### config.mk
export PLATFORM = sky130hd
export DESIGN_NAME = mem_access_unit
export DESIGN_NICKNAME = d
export VERILOG_FILES = /design/src/rtl/mem_access_unit.sv
export SDC_FILE = /design/constraint.sdc
export NUM_CORES = 1
export LEC_CHECK = 0
export ABC_CLOCK_PERIOD_IN_PS = 3830
export BUFFER_PORTS_ARGS = -buffer_cell sky130_fd_sc_hd__buf_4
export CAP_MARGIN = 20
export CORE_ASPECT_RATIO = 1.75
export CORE_UTILIZATION = 43
export CTS_BUF_LIST = sky130_fd_sc_hd__clkbuf_4 sky130_fd_sc_hd__clkbuf_8
export DETAILED_ROUTE_END_ITERATION = 10
export GPL_ROUTABILITY_DRIVEN = 0
export PLACE_DENSITY = 0.82
export SYNTH_ARGS = -nofsm -noshare
export SYNTH_HDL_FRONTEND = slang
export SYNTH_SLANG_ARGS = --single-unit
### constraint.sdc
create_clock -name i_clk -period 3.83 [get_ports i_clk]
set_input_delay 0.5745 -clock i_clk [delete_from_list [all_inputs] [get_ports i_clk]]
set_output_delay 0.5745 -clock i_clk [all_outputs]
set_load 0.005 [all_outputs]
### src/rtl/mem_access_unit.sv
// Load/store unit for the MEM stage. It drives a ready-handshaked data memory,
// formats load data, builds store byte enables and aborts an access if the memory never answers.
module mem_access_unit #(
  parameter int unsigned TIMEOUT_CYCLES = 255
) (
  input  logic        i_clk,
  input  logic        i_rst,
  input  logic        i_valid,
  input  logic        i_trap,
  input  logic        i_mem_read,
  input  logic        i_mem_write,
  input  logic        i_is_word,
  input  logic        i_is_h_or_b,
  input  logic        i_is_unsigned_ld,
  input  logic [31:0] i_addr,
  input  logic [31:0] i_store_data,
  input  logic        i_hold,
  output logic        o_dmem_req,
  output logic        o_dmem_we,
  output logic [31:0] o_dmem_addr,
  output logic [31:0] o_dmem_wdata,
  output logic [3:0]  o_dmem_wmask,
  input  logic        i_dmem_ready,
  input  logic [31:0] i_dmem_rdata,
  output logic [31:0] o_load_data,
  output logic        o_stall,
  output logic        o_misaligned,
  output logic        o_bus_err
);

  typedef enum logic [1:0] {StIdle = 2'd0, StWait = 2'd1, StDone = 2'd2} state_e;

  localparam logic [7:0] TimeoutVal = 8'(TIMEOUT_CYCLES);

  state_e      state_q, state_d;
  logic [7:0]  cnt_q, cnt_d;
  logic [31:0] cap_q, cap_d;

  logic        rw, access, complete;
  logic        req, stall, bus_err;
  logic [31:0] shifted, fmt;
  logic [3:0]  mask;
  logic [31:0] wdata;

  assign rw           = i_mem_read | i_mem_write;
  assign o_misaligned = i_valid & rw &
                        ((i_is_word & (i_addr[1:0] != 2'b00)) |
                         (~i_is_word & i_is_h_or_b & i_addr[0]));
  assign access       = i_valid & ~i_trap & rw & ~o_misaligned;

  always_comb begin
    req     = 1'b0;
    stall   = 1'b0;
    bus_err = 1'b0;
    state_d = state_q;
    cnt_d   = cnt_q;
    unique case (state_q)
      StIdle: begin
        req   = access;
        cnt_d = 8'd0;
        if (access) begin
          if (i_dmem_ready) begin
            state_d = i_hold ? StDone : StIdle;
          end else begin
            stall   = 1'b1;
            state_d = StWait;
            cnt_d   = 8'd1;
          end
        end
      end
      StWait: begin
        // A ready arriving in the timeout cycle still completes the access.
        if (i_dmem_ready) begin
          req     = 1'b1;
          state_d = i_hold ? StDone : StIdle;
          cnt_d   = 8'd0;
        end else if (cnt_q == TimeoutVal) begin
          bus_err = 1'b1;
          state_d = StIdle;
          cnt_d   = 8'd0;
        end else begin
          req   = 1'b1;
          stall = 1'b1;
          cnt_d = cnt_q + 8'd1;
        end
      end
      StDone: begin
        if (!i_hold) state_d = StIdle;
      end
      default: state_d = StIdle;
    endcase
  end

  assign complete = req & i_dmem_ready;

  always_comb begin
    shifted = i_dmem_rdata >> {i_addr[1:0], 3'b000};
    if (i_mem_write) begin
      fmt = 32'd0;
    end else if (i_is_word) begin
      fmt = i_dmem_rdata;
    end else if (i_is_h_or_b) begin
      fmt = i_is_unsigned_ld ? {16'h0000, shifted[15:0]} : {{16{shifted[15]}}, shifted[15:0]};
    end else begin
      fmt = i_is_unsigned_ld ? {24'h000000, shifted[7:0]} : {{24{shifted[7]}}, shifted[7:0]};
    end
  end

  always_comb begin
    if (i_is_word) begin
      mask  = 4'b1111;
      wdata = i_store_data;
    end else if (i_is_h_or_b) begin
      mask  = 4'b0011 << i_addr[1:0];
      wdata = {2{i_store_data[15:0]}};
    end else begin
      mask  = 4'b0001 << i_addr[1:0];
      wdata = {4{i_store_data[7:0]}};
    end
  end

  assign cap_d = complete ? fmt : cap_q;

  always_ff @(posedge i_clk or posedge i_rst) begin
    if (i_rst) begin
      state_q <= StIdle;
      cnt_q   <= 8'd0;
      cap_q   <= 32'd0;
    end else begin
      state_q <= state_d;
      cnt_q   <= cnt_d;
      cap_q   <= cap_d;
    end
  end

  // Reset gates the handshake outputs so an in-flight access is dropped at once.
  assign o_dmem_req   = req & ~i_rst;
  assign o_stall      = stall & ~i_rst;
  assign o_bus_err    = bus_err & ~i_rst;
  assign o_dmem_we    = i_mem_write;
  assign o_dmem_addr  = {i_addr[31:2], 2'b00};
  assign o_dmem_wdata = wdata;
  assign o_dmem_wmask = i_mem_write ? mask : 4'b0000;
  assign o_load_data  = i_rst    ? 32'd0 :
                        complete ? fmt   :
                        (state_q == StDone) ? cap_q : 32'd0;

endmodule

; After elaboration in Yosys (flattened, before gate mapping)
; Cells that the tools add are included.
[word_totals]
ff_bits = 42
in_bits = 107
wordCells = 70
[classes]
n_addsub = 1
eq_ne = 6
n_shift = 3
mux = 35
bitwise = 18
reduce_logical = 4
[op_table]
columns = cell, n
row1 = $mux W32, 10
row2 = $shr A32 B5 Y16, 1
row3 = $mux W8, 2
row4 = $pmux W8 S2, 1
row5 = $and A1 B1 Y1, 12
row6 = $mux W2, 6
row7 = $mux W4, 3
row8 = $mux W1, 10
row9 = $add A8 B1 Y8 const B, 1
row10 = $eq A8 B8 Y1 const B, 1
row11 = $pmux W2 S3, 1
row12 = $ne A2 B2 Y1 const B, 2
row13 = $not A1 Y1, 4
row14 = $pmux W1 S2, 2
row15 = $reduce_bool A2 Y1, 2
row16 = $shl A1 B2 Y4 const A, 1
row17 = $shl A2 B2 Y4 const A, 1
row18 = $ne A3 B3 Y1 const B, 1
row19 = $reduce_and A3 Y1, 1
row20 = $eq A2 B1 Y1 const B, 1
row21 = $eq A2 B2 Y1 const B, 1
row22 = $logic_not A2 Y1, 1
row23 = $or A1 B1 Y1, 2

; Logic depth before layout (Yosys ltp)
[depth]
depth_word = 11
ltp_mapped = 7
depth_no_buf = 5

; Worst setup path after synthesis
; Ideal clock, no wire load.
[synth_path]
kind = input to output
startpoint = in i_is_h_or_b
endpoint = out o_load_data[7]
arrival_time_ps = 2119
t_required_ps = 3256
path_slack_ps = 1137
stages = 6
path_cell_list = buf_6 o21a_1 o41a_4 buf_6 or4_4 a21oi_2
[synth_via]
elab_chain_cells = 10
elab_cells_between_ends = 13
cone_classes = mux (6) / bitwise (7)
[synth_lines]
columns = item, line
row1 = "start, declared", 13  ; input logic i_is_h_or_b,
row2 = $and A1 B1 Y1 (2 in a row), 48  ; (~i_is_word & i_is_h_or_b & i_addr[0]));
row3 = $or A1 B1 Y1, 47  ; ((i_is_word & (i_addr[1:0] != 2'b00)) |
row4 = $and A1 B1 Y1, 46  ; assign o_misaligned = i_valid & rw &
row5 = $not A1 Y1, 49  ; assign access = i_valid & ~i_trap & rw & ~o_misaligned;
row6 = $and A1 B1 Y1, 49
row7 = $pmux W1 S2, 57  ; unique case (state_q)
row8 = $and A1 B1 Y1, 94  ; assign complete = req & i_dmem_ready;
row9 = $mux W32 *, 145  ; complete ? fmt :
row10 = $mux W32 *, 144  ; assign o_load_data = i_rst ? 32'd0 :
row11 = "end, declared", 25  ; output logic [31:0] o_load_data,
; Mark *: on every way between the ends. The rest lies on a longest branch, timed or not.

; Worst setup path after layout
[layout_path]
startpoint = in i_addr[0]
endpoint = out o_load_data[2]
[layout_via]
elab_chain_cells = 10
elab_cells_between_ends = 17
cone_classes = shift (1) / mux (8) / bitwise (7) / reduce/logical (1)
[layout_lines]
columns = item, line
row1 = "start, declared", 15  ; input logic [31:0] i_addr,
row2 = "parallel branches: the longest is 8 deep, another holds $shr A32 B5 Y16", n/a
row3 = $mux W32 *, 145
row4 = $mux W32 *, 144
; Every way passes the cells marked *.

==> reports/metrics.csv <==
stage;metric;value;unit
grt;track_usage;0.262;
floorplanning;fp.dieH;128;um
synth;synthXorXnorAreaFrac;0.00226;
synth;syn_area_per_cell;8.17;um^2
clock_network;clk-insertion-delay-late;0.31;ns
place;place_area;4680;um^2
finish;fin_nets;665;
worst_setup_path;path_cells;buf_4 > o21a_1 > o41a_4 > or4_4 > o21ai_0 > buf_4;
clock_network;hold_buffers;0;
worst_setup_path;cp_slowest_cell;or4_4;
grt;grt_max_degree;55;
grt;grt_first_pass_wirelength;18800;um
detailed_routing;drtIter0Drc;311;
finish;final_cell_mix;buf_4, o21ai_0, nor2_1;
floorplanning;placementRows;45;
floorplanning;io_pins;212;
synth;yosysSeqAreaShare;0.271;
finish;stdcell_count;675;
synth;synth_top_family_by_area;compound AO/OA/AOI/OAI gates;
finish;n_antenna_cell;0;
finish;area_growth;24.5;%
detailed_routing;viasPerCell;5.90;
clock_network;cts_root_buf;clkbuf_8;
finish;design_area;4820;um^2
power_and_ir_drop;p_clk_frac;0.223;
detailed_routing;drt_pass1_iterations;8;
power_and_ir_drop;finalPower;1.33;mW
detailed_routing;drcViolationCount;0;
synth;yosys.area.top_type_share;0.271;
clock_network;cts_buffers;5;
worst_setup_path;critPathKind;primary input to primary output;
timing;slew_violations;0;
worst_setup_path;cpMostUsedCell;buf_4;
timing;rsz0062_at_grt;no;
worst_setup_path;startpoint_type;primary input;
synth;yosysUniqueCellTypes;52;
flow_run;max-cap-violations;0;
power_and_ir_drop;vdd_drop_max;157;uV
synth;syn_inst;474;
synth;ys.warnings.count;0;
synth;syn_area;3870;um^2
floorplanning;dieArea;9410;um^2
power_and_ir_drop;leakage;2.19;nW
place;dp.cells;665;
power_and_ir_drop;p_switching;0.451;mW
floorplanning;start_util;0.444;
timing;tightest_slew;0.669;ns
power_and_ir_drop;swShare;0.338;
timing;timing.final.crit_period;3.32;ns
clock_network;cts_max_level;2;
finish;drive_gt1_frac;0.367;
power_and_ir_drop;pwr-share-seq;0.436;
synth;synth_fa_ha_area_frac;0.00323;
detailed_routing;drt_wl_total;12400;um
grt;first_global_vias;3647;
synth;synth_top_area_cell;dfrtp_1;
clock_network;clkTransAtPathRegs;0.09;ns
grt;antenna_found_initial;0;
clock_network;cts.sinks;42;
hold_path;min_path_type;primary input to async pin;
worst_setup_path;end_kind;primary output;
detailed_routing;wire_per_inst;18.3;um
synth;synthMuxAreaShare;0.0966;
floorplanning;core;8730;um^2
power_and_ir_drop;p_int;0.883;mW
clock_network;cts_max_path_buffers;2;
finish;n_fill_cell;798;
timing;post-route-period-util;0.866;
floorplanning;fp.dieW;73.8;um
place;portBuffers;149;
worst_setup_path;cp.arrival;2.74;ns
synth;ys.flop_type;dfrtp_1;
synth;synthTopCellsByArea;dfrtp_1, buf_4, o21ai_0;
timing;slew_headroom;0.554;
detailed_routing;vias;3983;
timing;skew;0.00844;ns
synth;synth_edf_count;0;
timing;setup_violations;0;
synth;synth_compound_area_frac;0.296;
power_and_ir_drop;p_per_area;277;nW/um^2
clock_network;cts_resized;0;
grt;grt_overflow_total;0;
finish;final_common_cell;buf_4;
worst_setup_path;critPathMaxFanout;47;
clock_network;cts_setup_buffers;0;
timing;fmax;0.302;GHz
synth;yosys.area_share.simple;0.189;
synth;async_flop_share;1.00;
synth;yosys_register_bits;42;
detailed_routing;ant_nets;0;
clock_network;cts_tree;done;
power_and_ir_drop;p_comb_frac;0.341;
timing;finalSetupTns;0;ns
worst_setup_path;cpPeakStageDelay;0.67;ns
worst_setup_path;crit_required;3.26;ns
place;dp_hpwl;9340;um
run_status;status;finished, final reports clean;
timing;final_hold_viol_count;0;
==> cell families after synthesis <==
group / after synthesis
xor gates and xnor gates: 1
and+or+nand+nor: 148
adders and majority gates: 1
muxes: 34
AOI/OAI and AO/OA: 158
buffers and inverters: 89
other: 1
DFF: 42
==> synth_stat cells (all sizes together), types with 2 or more instances <==
| cell type | n |
|---|---|
| nor2 | 43 |
| or3b | 2 |
| nor2b | 9 |
| nand3 | 3 |
| clkbuf | 25 |
| nand2 | 42 |
| and3 | 3 |
| mux2 | 17 |
| nand2b | 27 |
| a22o | 3 |
| dfrtp | 42 |
| o21ai | 56 |
| a32o | 16 |
| a21oi | 19 |
| o21a | 6 |
| o2bb2ai | 7 |
| or4 | 2 |
| o221ai | 15 |
| nor3 | 6 |
| a21o | 3 |
| mux2i | 16 |
| o31ai | 23 |
| buf | 58 |
| or2 | 3 |
| and2 | 4 |
| inv | 5 |
==> sequential cells by signal, indices dropped and copies added, names as in the netlist <==
| register | flops |
|---|---|
| cnt_q | 8 |
| cap_q | 32 |
| state_q | 2 |
==> final cells by class <==
class	instances	area, um^2	area share
tap	117	146	0.0304
clock inverter	3	21.3	0.00441
sequential	42	1050	0.218
inverter	6	22.5	0.00467
clock buffer	5	68.8	0.0143
timing repair buffer	158	1230	0.254
multi-input combinational	344	2290	0.474
==> metrics by stage <==
stage | worst slack, ns | util | hold slack [ns]
floorplan | 1.14 | - | 0.456
global placement | 0.677 | 0.536 | 0.471
detailed placement | 0.578 | 0.536 | 0.474
CTS | 0.522 | 0.546 | 0.471
global route | 0.434 | 0.553 | 0.366
finish | 0.515 | 0.553 | 0.332
==> routing by layer <==
layer | up-vias | share of wire | GRT usage
met4 | 0 | 0.059 | 0.172
met3 | 69 | 0.077 | 0.0402
met2 | 239 | 0.51 | 0.439
li1 | 1834 | - | -
met1 | 1841 | 0.36 | 0.301
met5 | - | 0 | 0
==> power groups by stage <==
| stage | clock network [mW] | logic, mW | registers, mW |
|---|---|---|---|
| floorplan | 0 | 0.298 | 0.570 |
| global placement | 0 | 0.431 | 0.586 |
| detailed placement | 0 | 0.444 | 0.588 |
| CTS | 0.303 | 0.446 | 0.580 |
| global route | 0.318 | 0.492 | 0.591 |
| finish | 0.298 | 0.455 | 0.582 |
==> worst max-delay path: cells and delay by family <==
family / cells / cell delay, ns
simple gates: 1 / 0.67
buf+inv: 2 / 0.43
compound gates: 3 / 1.05
==> worst paths after layout <==
path / start / to / slack [ns] / depth (start not counted)
min in group i_clk: i_hold / state_q[1]$_DFFE_PP0P_ / 0.47 / 2
worst max-delay path: i_addr[0] / o_load_data[2] / 0.51 / 6
worst max register to register: state_q[1]$_DFFE_PP0P_ / cap_q[16]$_DFFE_PP0P_ / 1.46 / 6
max in group asynchronous: i_rst / cap_q[19]$_DFFE_PP0P_ / 2.75 / 4
worst min register to register: cap_q[9]$_DFFE_PP0P_ / cap_q[9]$_DFFE_PP0P_ / 0.50 / 1
worst min-delay path: i_rst / state_q[0]$_DFFE_PP0P_ / 0.33 / 2
Note: power is estimated with default switching activity, not from simulation.
